[config.mk]
export PLATFORM = sky130hd
export DESIGN_NAME = scroll_msg_ctrl
export DESIGN_NICKNAME = d
export VERILOG_FILES = /design/src/rtl/scroll_msg_ctrl_pkg.sv /design/src/rtl/scroll_msg_ctrl_btn_debounce.sv /design/src/rtl/scroll_msg_ctrl.sv
export SDC_FILE = /design/constraint.sdc
export NUM_CORES = 1
export LEC_CHECK = 0
export ABC_AREA = 1
export CAP_MARGIN = 20
export CORE_UTILIZATION = 42
export CTS_CLUSTER_SIZE = 14
export DETAILED_ROUTE_END_ITERATION = 7
export GPL_TIMING_DRIVEN = 0
export PLACE_DENSITY = 0.61
export SYNTH_ARGS = -nofsm -noshare
export SYNTH_HDL_FRONTEND = slang
export SYNTH_HIERARCHICAL = 1
export SYNTH_SLANG_ARGS = --single-unit
export TNS_END_PERCENT = 5
[constraint.sdc]
create_clock -name clk -period 2.23 [get_ports clk]
set_input_delay 0.3345 -clock clk [delete_from_list [all_inputs] [get_ports clk]]
set_output_delay 0.3345 -clock clk [all_outputs]
set_load 0.02 [all_outputs]
[src/rtl/scroll_msg_ctrl_pkg.sv]
// Shared display constants and the message-nibble lookup used by the scroll controller.
package disp_pkg;
  localparam int SCAN_W  = 4;
  localparam int CODE_W  = 4;
  localparam int MSG_LEN = 16;
  localparam int MSG_W   = CODE_W * MSG_LEN;

  localparam logic [CODE_W-1:0] BLANK_CODE = 4'hF;

  // Entry 0 is the most significant nibble of the message word.
  function automatic logic [CODE_W-1:0] msg_at(input logic [MSG_W-1:0] msg,
                                               input logic [3:0] idx);
    logic [MSG_W-1:0] sh;
    sh = msg >> {4'd15 - idx, 2'b00};
    return sh[CODE_W-1:0];
  endfunction
endpackage

[src/rtl/scroll_msg_ctrl_btn_debounce.sv]
// Button conditioner: two-flop synchronizer, stability counter and a one-cycle
// pulse on every accepted 0->1 transition.
module btn_debounce #(
  parameter int DB_WIDTH = 16
) (
  input  logic clk,
  input  logic reset,
  input  logic btn_i,
  output logic rise_o
);
  logic                sync1_q, sync2_q;
  logic                db_q, db_d;
  logic                rise_q, rise_d;
  logic [DB_WIDTH-1:0] cnt_q, cnt_d;

  always_ff @(posedge clk or posedge reset) begin
    if (reset) begin
      sync1_q <= 1'b0;
      sync2_q <= 1'b0;
      db_q    <= 1'b0;
      rise_q  <= 1'b0;
      cnt_q   <= {DB_WIDTH{1'b0}};
    end else begin
      sync1_q <= btn_i;
      sync2_q <= sync1_q;
      db_q    <= db_d;
      rise_q  <= rise_d;
      cnt_q   <= cnt_d;
    end
  end

  // Counter holds the number of consecutive differing cycles minus one; any agreement restarts it.
  always_comb begin
    db_d   = db_q;
    rise_d = 1'b0;
    cnt_d  = {DB_WIDTH{1'b0}};
    if (sync2_q != db_q) begin
      if (&cnt_q) begin
        db_d   = sync2_q;
        rise_d = sync2_q;
      end else begin
        cnt_d = cnt_q + DB_WIDTH'(1);
      end
    end else begin
      cnt_d = {DB_WIDTH{1'b0}};
    end
  end

  assign rise_o = rise_q;
endmodule

[src/rtl/scroll_msg_ctrl.sv]
// Scan-phase generator and scrolling 4-code window over a 16-entry message,
// stepped by a debounced button or an auto timer, applied only at frame boundaries.
module scroll_msg_ctrl
  import disp_pkg::*;
#(
  parameter int               DIV_WIDTH       = 18,
  parameter int               DB_WIDTH        = 16,
  parameter int               FRAMES_PER_STEP = 64,
  parameter logic [MSG_W-1:0] MSG             = 64'h0123456789ABCDEF
) (
  input  logic              clk,
  input  logic              reset,
  input  logic              btn,
  input  logic              auto_en,
  output logic [SCAN_W-1:0] count,
  output logic [CODE_W-1:0] char_A3,
  output logic [CODE_W-1:0] char_A2,
  output logic [CODE_W-1:0] char_A1,
  output logic [CODE_W-1:0] char_A0,
  output logic              frame_end
);
  localparam logic [7:0] FPS_LAST = 8'(FRAMES_PER_STEP - 1);

  logic [DIV_WIDTH-1:0] prescaler_q;
  logic [SCAN_W-1:0]    count_q;
  logic                 frame_end_q;
  logic [3:0]           ptr_q, ptr_d;
  logic                 pending_q, pending_d;
  logic [7:0]           frame_cnt_q, frame_cnt_d;
  logic [CODE_W-1:0]    a3_q, a2_q, a1_q, a0_q;
  logic                 ptick_s, boundary_s, btn_rise_s, auto_req_s, step_req_s;

  btn_debounce #(.DB_WIDTH(DB_WIDTH)) u_btn_debounce (
    .clk   (clk),
    .reset (reset),
    .btn_i (btn),
    .rise_o(btn_rise_s)
  );

  assign ptick_s    = &prescaler_q;
  assign boundary_s = ptick_s & (count_q == 4'hF);
  assign step_req_s = btn_rise_s | auto_req_s;

  always_ff @(posedge clk or posedge reset) begin
    if (reset) begin
      prescaler_q <= {DIV_WIDTH{1'b0}};
      count_q     <= 4'h0;
      frame_end_q <= 1'b0;
      ptr_q       <= 4'h0;
      pending_q   <= 1'b0;
      frame_cnt_q <= 8'h00;
      a3_q        <= msg_at(MSG, 4'd0);
      a2_q        <= msg_at(MSG, 4'd1);
      a1_q        <= msg_at(MSG, 4'd2);
      a0_q        <= msg_at(MSG, 4'd3);
    end else begin
      prescaler_q <= prescaler_q + DIV_WIDTH'(1);
      count_q     <= count_q + {3'b000, ptick_s};
      frame_end_q <= boundary_s;
      ptr_q       <= ptr_d;
      pending_q   <= pending_d;
      frame_cnt_q <= frame_cnt_d;
      // Window follows ptr one cycle late, so it lands just after count wraps to 0.
      a3_q        <= msg_at(MSG, ptr_q);
      a2_q        <= msg_at(MSG, ptr_q + 4'd1);
      a1_q        <= msg_at(MSG, ptr_q + 4'd2);
      a0_q        <= msg_at(MSG, ptr_q + 4'd3);
    end
  end

  always_comb begin
    frame_cnt_d = frame_cnt_q;
    auto_req_s  = 1'b0;
    if (!auto_en) begin
      frame_cnt_d = 8'h00;
    end else if (boundary_s) begin
      if (frame_cnt_q == FPS_LAST) begin
        frame_cnt_d = 8'h00;
        auto_req_s  = 1'b1;
      end else begin
        frame_cnt_d = frame_cnt_q + 8'd1;
      end
    end else begin
      frame_cnt_d = frame_cnt_q;
    end
  end

  // Requests within a frame collapse into one step; a request on the boundary itself counts.
  always_comb begin
    pending_d = pending_q;
    ptr_d     = ptr_q;
    if (boundary_s) begin
      pending_d = 1'b0;
      ptr_d     = ptr_q + {3'b000, pending_q | step_req_s};
    end else begin
      pending_d = pending_q | step_req_s;
      ptr_d     = ptr_q;
    end
  end

  assign count     = count_q;
  assign frame_end = frame_end_q;
  assign char_A3   = a3_q;
  assign char_A2   = a2_q;
  assign char_A1   = a1_q;
  assign char_A0   = a0_q;
endmodule

==> flow_summary.toml <==
[sta]
finClkSkew_ns = 0.00907
rsz0062_at_grt = "no"
worstMarginPinSlew_ns = 0.756
setup_viol = 0
max_slew_margin = 0.495
fmax_mhz = 517
setup_tns_ns = 0
finalHoldViolCount = 0
fin_crit_sh = 0.868
slew_viol_final = 0
fin_crit_ns = 1.94
setup_slack_ns = 0.294

[drt]
drcViolationCount = 0
drt-pass1-iter-count = 4
detail_route.wirelength_um = 5830
vias_per_cell = 4.65
num_vias = 2443
drtAntennaViolNets = 0
avgRoutedWirePerCell_um = 11.1
drt_iter0_drc = 97

[clocking]
htree_num_levels = 3
cts_tree = "done"
cts_root_buffer = "clkbuf_8"
ctsHoldBuffers = 0
cts-buffers-inserted = 9
cts_max_path_buffers = 2
clk_latency_ns = 0.34
path_clk_slew_ns = 0.08
cts.sinks = 71

[pwr]
leakage_uw = 0.00201
power_density_mw_per_mm2 = 605
finalPower_uw = 2430
vdd_ir_drop_max_uv = 331

[cells_and_area]
area_growth_pct = 17.7
drive_above_1_share = 0.109
post-route-util = 0.515
final_cell_area_mm2 = 0.00402
multi_input_area_mm2 = 0.00143
antenna_cells = 0
final_nets = 433
nFillCells = 760
area.sequential_mm2 = 0.00178

[logic_synthesis]
netlist_instances = 381
synth_cell_types = 29
synth_nets = 396
ys_ff_latch = 71
seq_area_frac_synth = 0.522
avgSynthCellArea_um2 = 8.96
yosys_warnings = 6
synth.cell_area_mm2 = 0.00341

[global_routing]
grt_pass1_wl_um = 10400
grt.total_usage = 0.156
grt_pass1_vias = 2425
grt_max_degree = 40
antenna_found_initial = 0
grt-ovfl-total = 0

[place]
io_buffers = 24
place_area_mm2 = 0.00380
place_ws_ns = 0.152
dp_hpwl_um = 4270
gp_congestion = 0.824

[worst_setup_path]
worstSetupEndpointType = "register"
required_ns = 2.45
critPathLaunchType = "register"
path_cells = "ha_1 > nand2_2 > nor2_4 > nand2_4 > nor2_1 > nand3_1 > inv_2 > nand2_1 > nand2_1 > ha_1 > ha_1 > xnor2_1 > o21ai_0"
cp_common_cell = "ha_1"
path_max_fanout = 5
slowest_stage = "dfrtp_1"
critPathArrivalTime_ns = 2.16
critPathMaxStageDelay_ns = 0.35
crit_type = "register to register"

[die]
die_h_um = 92.2
ios = 25
coreArea_mm2 = 0.00781
die_area_mm2 = 0.00849
placementRows = 32
chipWidth_um = 92.2
floorplan.initialDensity = 0.437

[run]
drv_cap = 0

[status]
status = "completed"

[hold_path]
worstHoldPathType = "primary input to asynchronous set/reset pin"
[Yosys cell counts (all sizes together)]
cell type    n  area [µm²]
a31oi        1        6.26
inv         46         173
xor2        21         191
o21ai        5        25.0
clkbuf       1        3.75
o21bai       3        22.5
dfstp        4         105
ha          11         138
buf          3        26.3
nand4        6        43.8
a21oi        4        20.0
dfrtp       67        1680
nand2      100         398
xnor2       10        87.6
nor3         7        45.0
nand3b       2        15.0
nand3       32         188
nor2        58         250
[state kept, by name, summed over array words and instances (netlist names), 3 cells and up]
register and count:
u_btn_debounce/cnt_q 16, char_A0 4, char_A2 4, prescaler_q 18, frame_cnt_q 8, count 4
char_A1 4, ptr_q 4, char_A3 3
[path summary, 6_finish.rpt]
check / slack (ns) / end / startpoint / depth (start not counted)
min in group clk: 0.35 / u_btn_debounce/sync2_q$_DFF_PP0_ / u_btn_debounce/sync1_q$_DFF_PP0_ / 0
hold / removal: 0.28 / frame_cnt_q[0]$_DFFE_PP0P_ / reset / 2
setup reg to reg: 0.29 / ptr_q[2]$_DFFE_PP0P_ / prescaler_q[0]$_DFF_PP0_ / 13
hold reg to reg: 0.35 / u_btn_debounce/sync2_q$_DFF_PP0_ / u_btn_debounce/sync1_q$_DFF_PP0_ / 0
max in group asynchronous: 1.28 / u_btn_debounce/cnt_q[8]$_DFF_PP0_ / reset / 2
setup / recovery: 0.29 / ptr_q[2]$_DFFE_PP0P_ / prescaler_q[0]$_DFF_PP0_ / 13
[cell type report]
type,count,share of cell area
well taps,102,0.0318
multi-input cells,260,0.356
plain buffers,4,0.00747
clock buffers,10,0.0343
inverters,46,0.0430
clock inverters,6,0.0174
flip-flops and latches,71,0.443
repair buffers,26,0.0666
[routing by layer]
| layer | vias to the layer above | track usage | part of all wire |
|---|---|---|---|
| met4 | 0 | 0.0417 | 0.0070 |
| li1 | 1254 | - | - |
| met3 | 5 | 0.0481 | 0.039 |
| met2 | 38 | 0.265 | 0.48 |
| met5 | - | 0 | 0 |
| met1 | 1146 | 0.192 | 0.47 |
[worst max-delay path, delay by kind of cell, from the launching register on]
kind | cells | cell delay, ns
flip-flops | 1 | 0.35
AO/OA/AOI/OAI | 1 | 0.09
AND/OR/NAND/NOR | 7 | 0.65
XOR/XNOR | 1 | 0.11
buffers and inverters | 1 | 0.10
adder cells (fa/ha/maj) | 3 | 0.53
[logic make-up (layout without fill, tap and decap cells)]
logic type                 count (synthesis)  in the layout  share of synthesized area
and+or+nand+nor                          205            205                      0.275
AOI/OAI and AO/OA                         13             13                     0.0216
xor gates and xnor gates                  31             31                     0.0817
adders and majority gates                 11             11                     0.0403
DFF                                       71             71                      0.522
buffers and inverters                     50             92                     0.0594
[placed cells by master, fill, tap and decap left out]
cell	synthesis	routed
dfstp_2	4	4
a21oi_1	4	4
nand3_4	1	1
nor2_4	4	4
nand3_1	28	28
xnor2_1	10	10
dfrtp_1	67	67
nor2_1	53	53
bufinv_16	0	1
xor2_2	1	1
ha_1	11	11
o21ai_0	5	5
nor3_1	5	5
clkdlybuf4s50_1	0	24
nand2_1	95	95
a31oi_1	1	1
buf_6	1	1
o21bai_1	3	3
clkinvlp_4	0	3
xor2_1	20	20
nand2_4	2	2
nor2_2	1	1
nor3_2	2	2
buf_12	0	1
clkbuf_8	0	10
inv_1	45	43
nand2_2	3	3
nand4_1	5	5
nand4_2	1	1
nand3_2	3	3
inv_2	1	3
clkinv_4	0	2
nand3b_1	2	2
buf_4	2	3
clkbuf_1	1	1
[repair_timing]
| action | 4_1_cts | 5_1_grt |
|---|---|---|
| resized for setup | 0 | 1 |
| setup endpoints to repair | 0 | 3 |
| buffers inserted | 0 | 1 |
[stage by stage]
step,std cells,hold WS (ns)
after floorplan,381,0.298
after global placement,507,0.335
after detailed placement,508,0.337
after CTS,524,0.285
after global routing,525,0.308
final,525,0.284
[report_power, final]
part,internal (µW),switching [µW],leakage [µW]
Combinational,27.6,55.8,0.00100
Sequential,1300,13.2,0.000912
Clock,550,486,0.0000947
(Power assumes the default switching activity.)
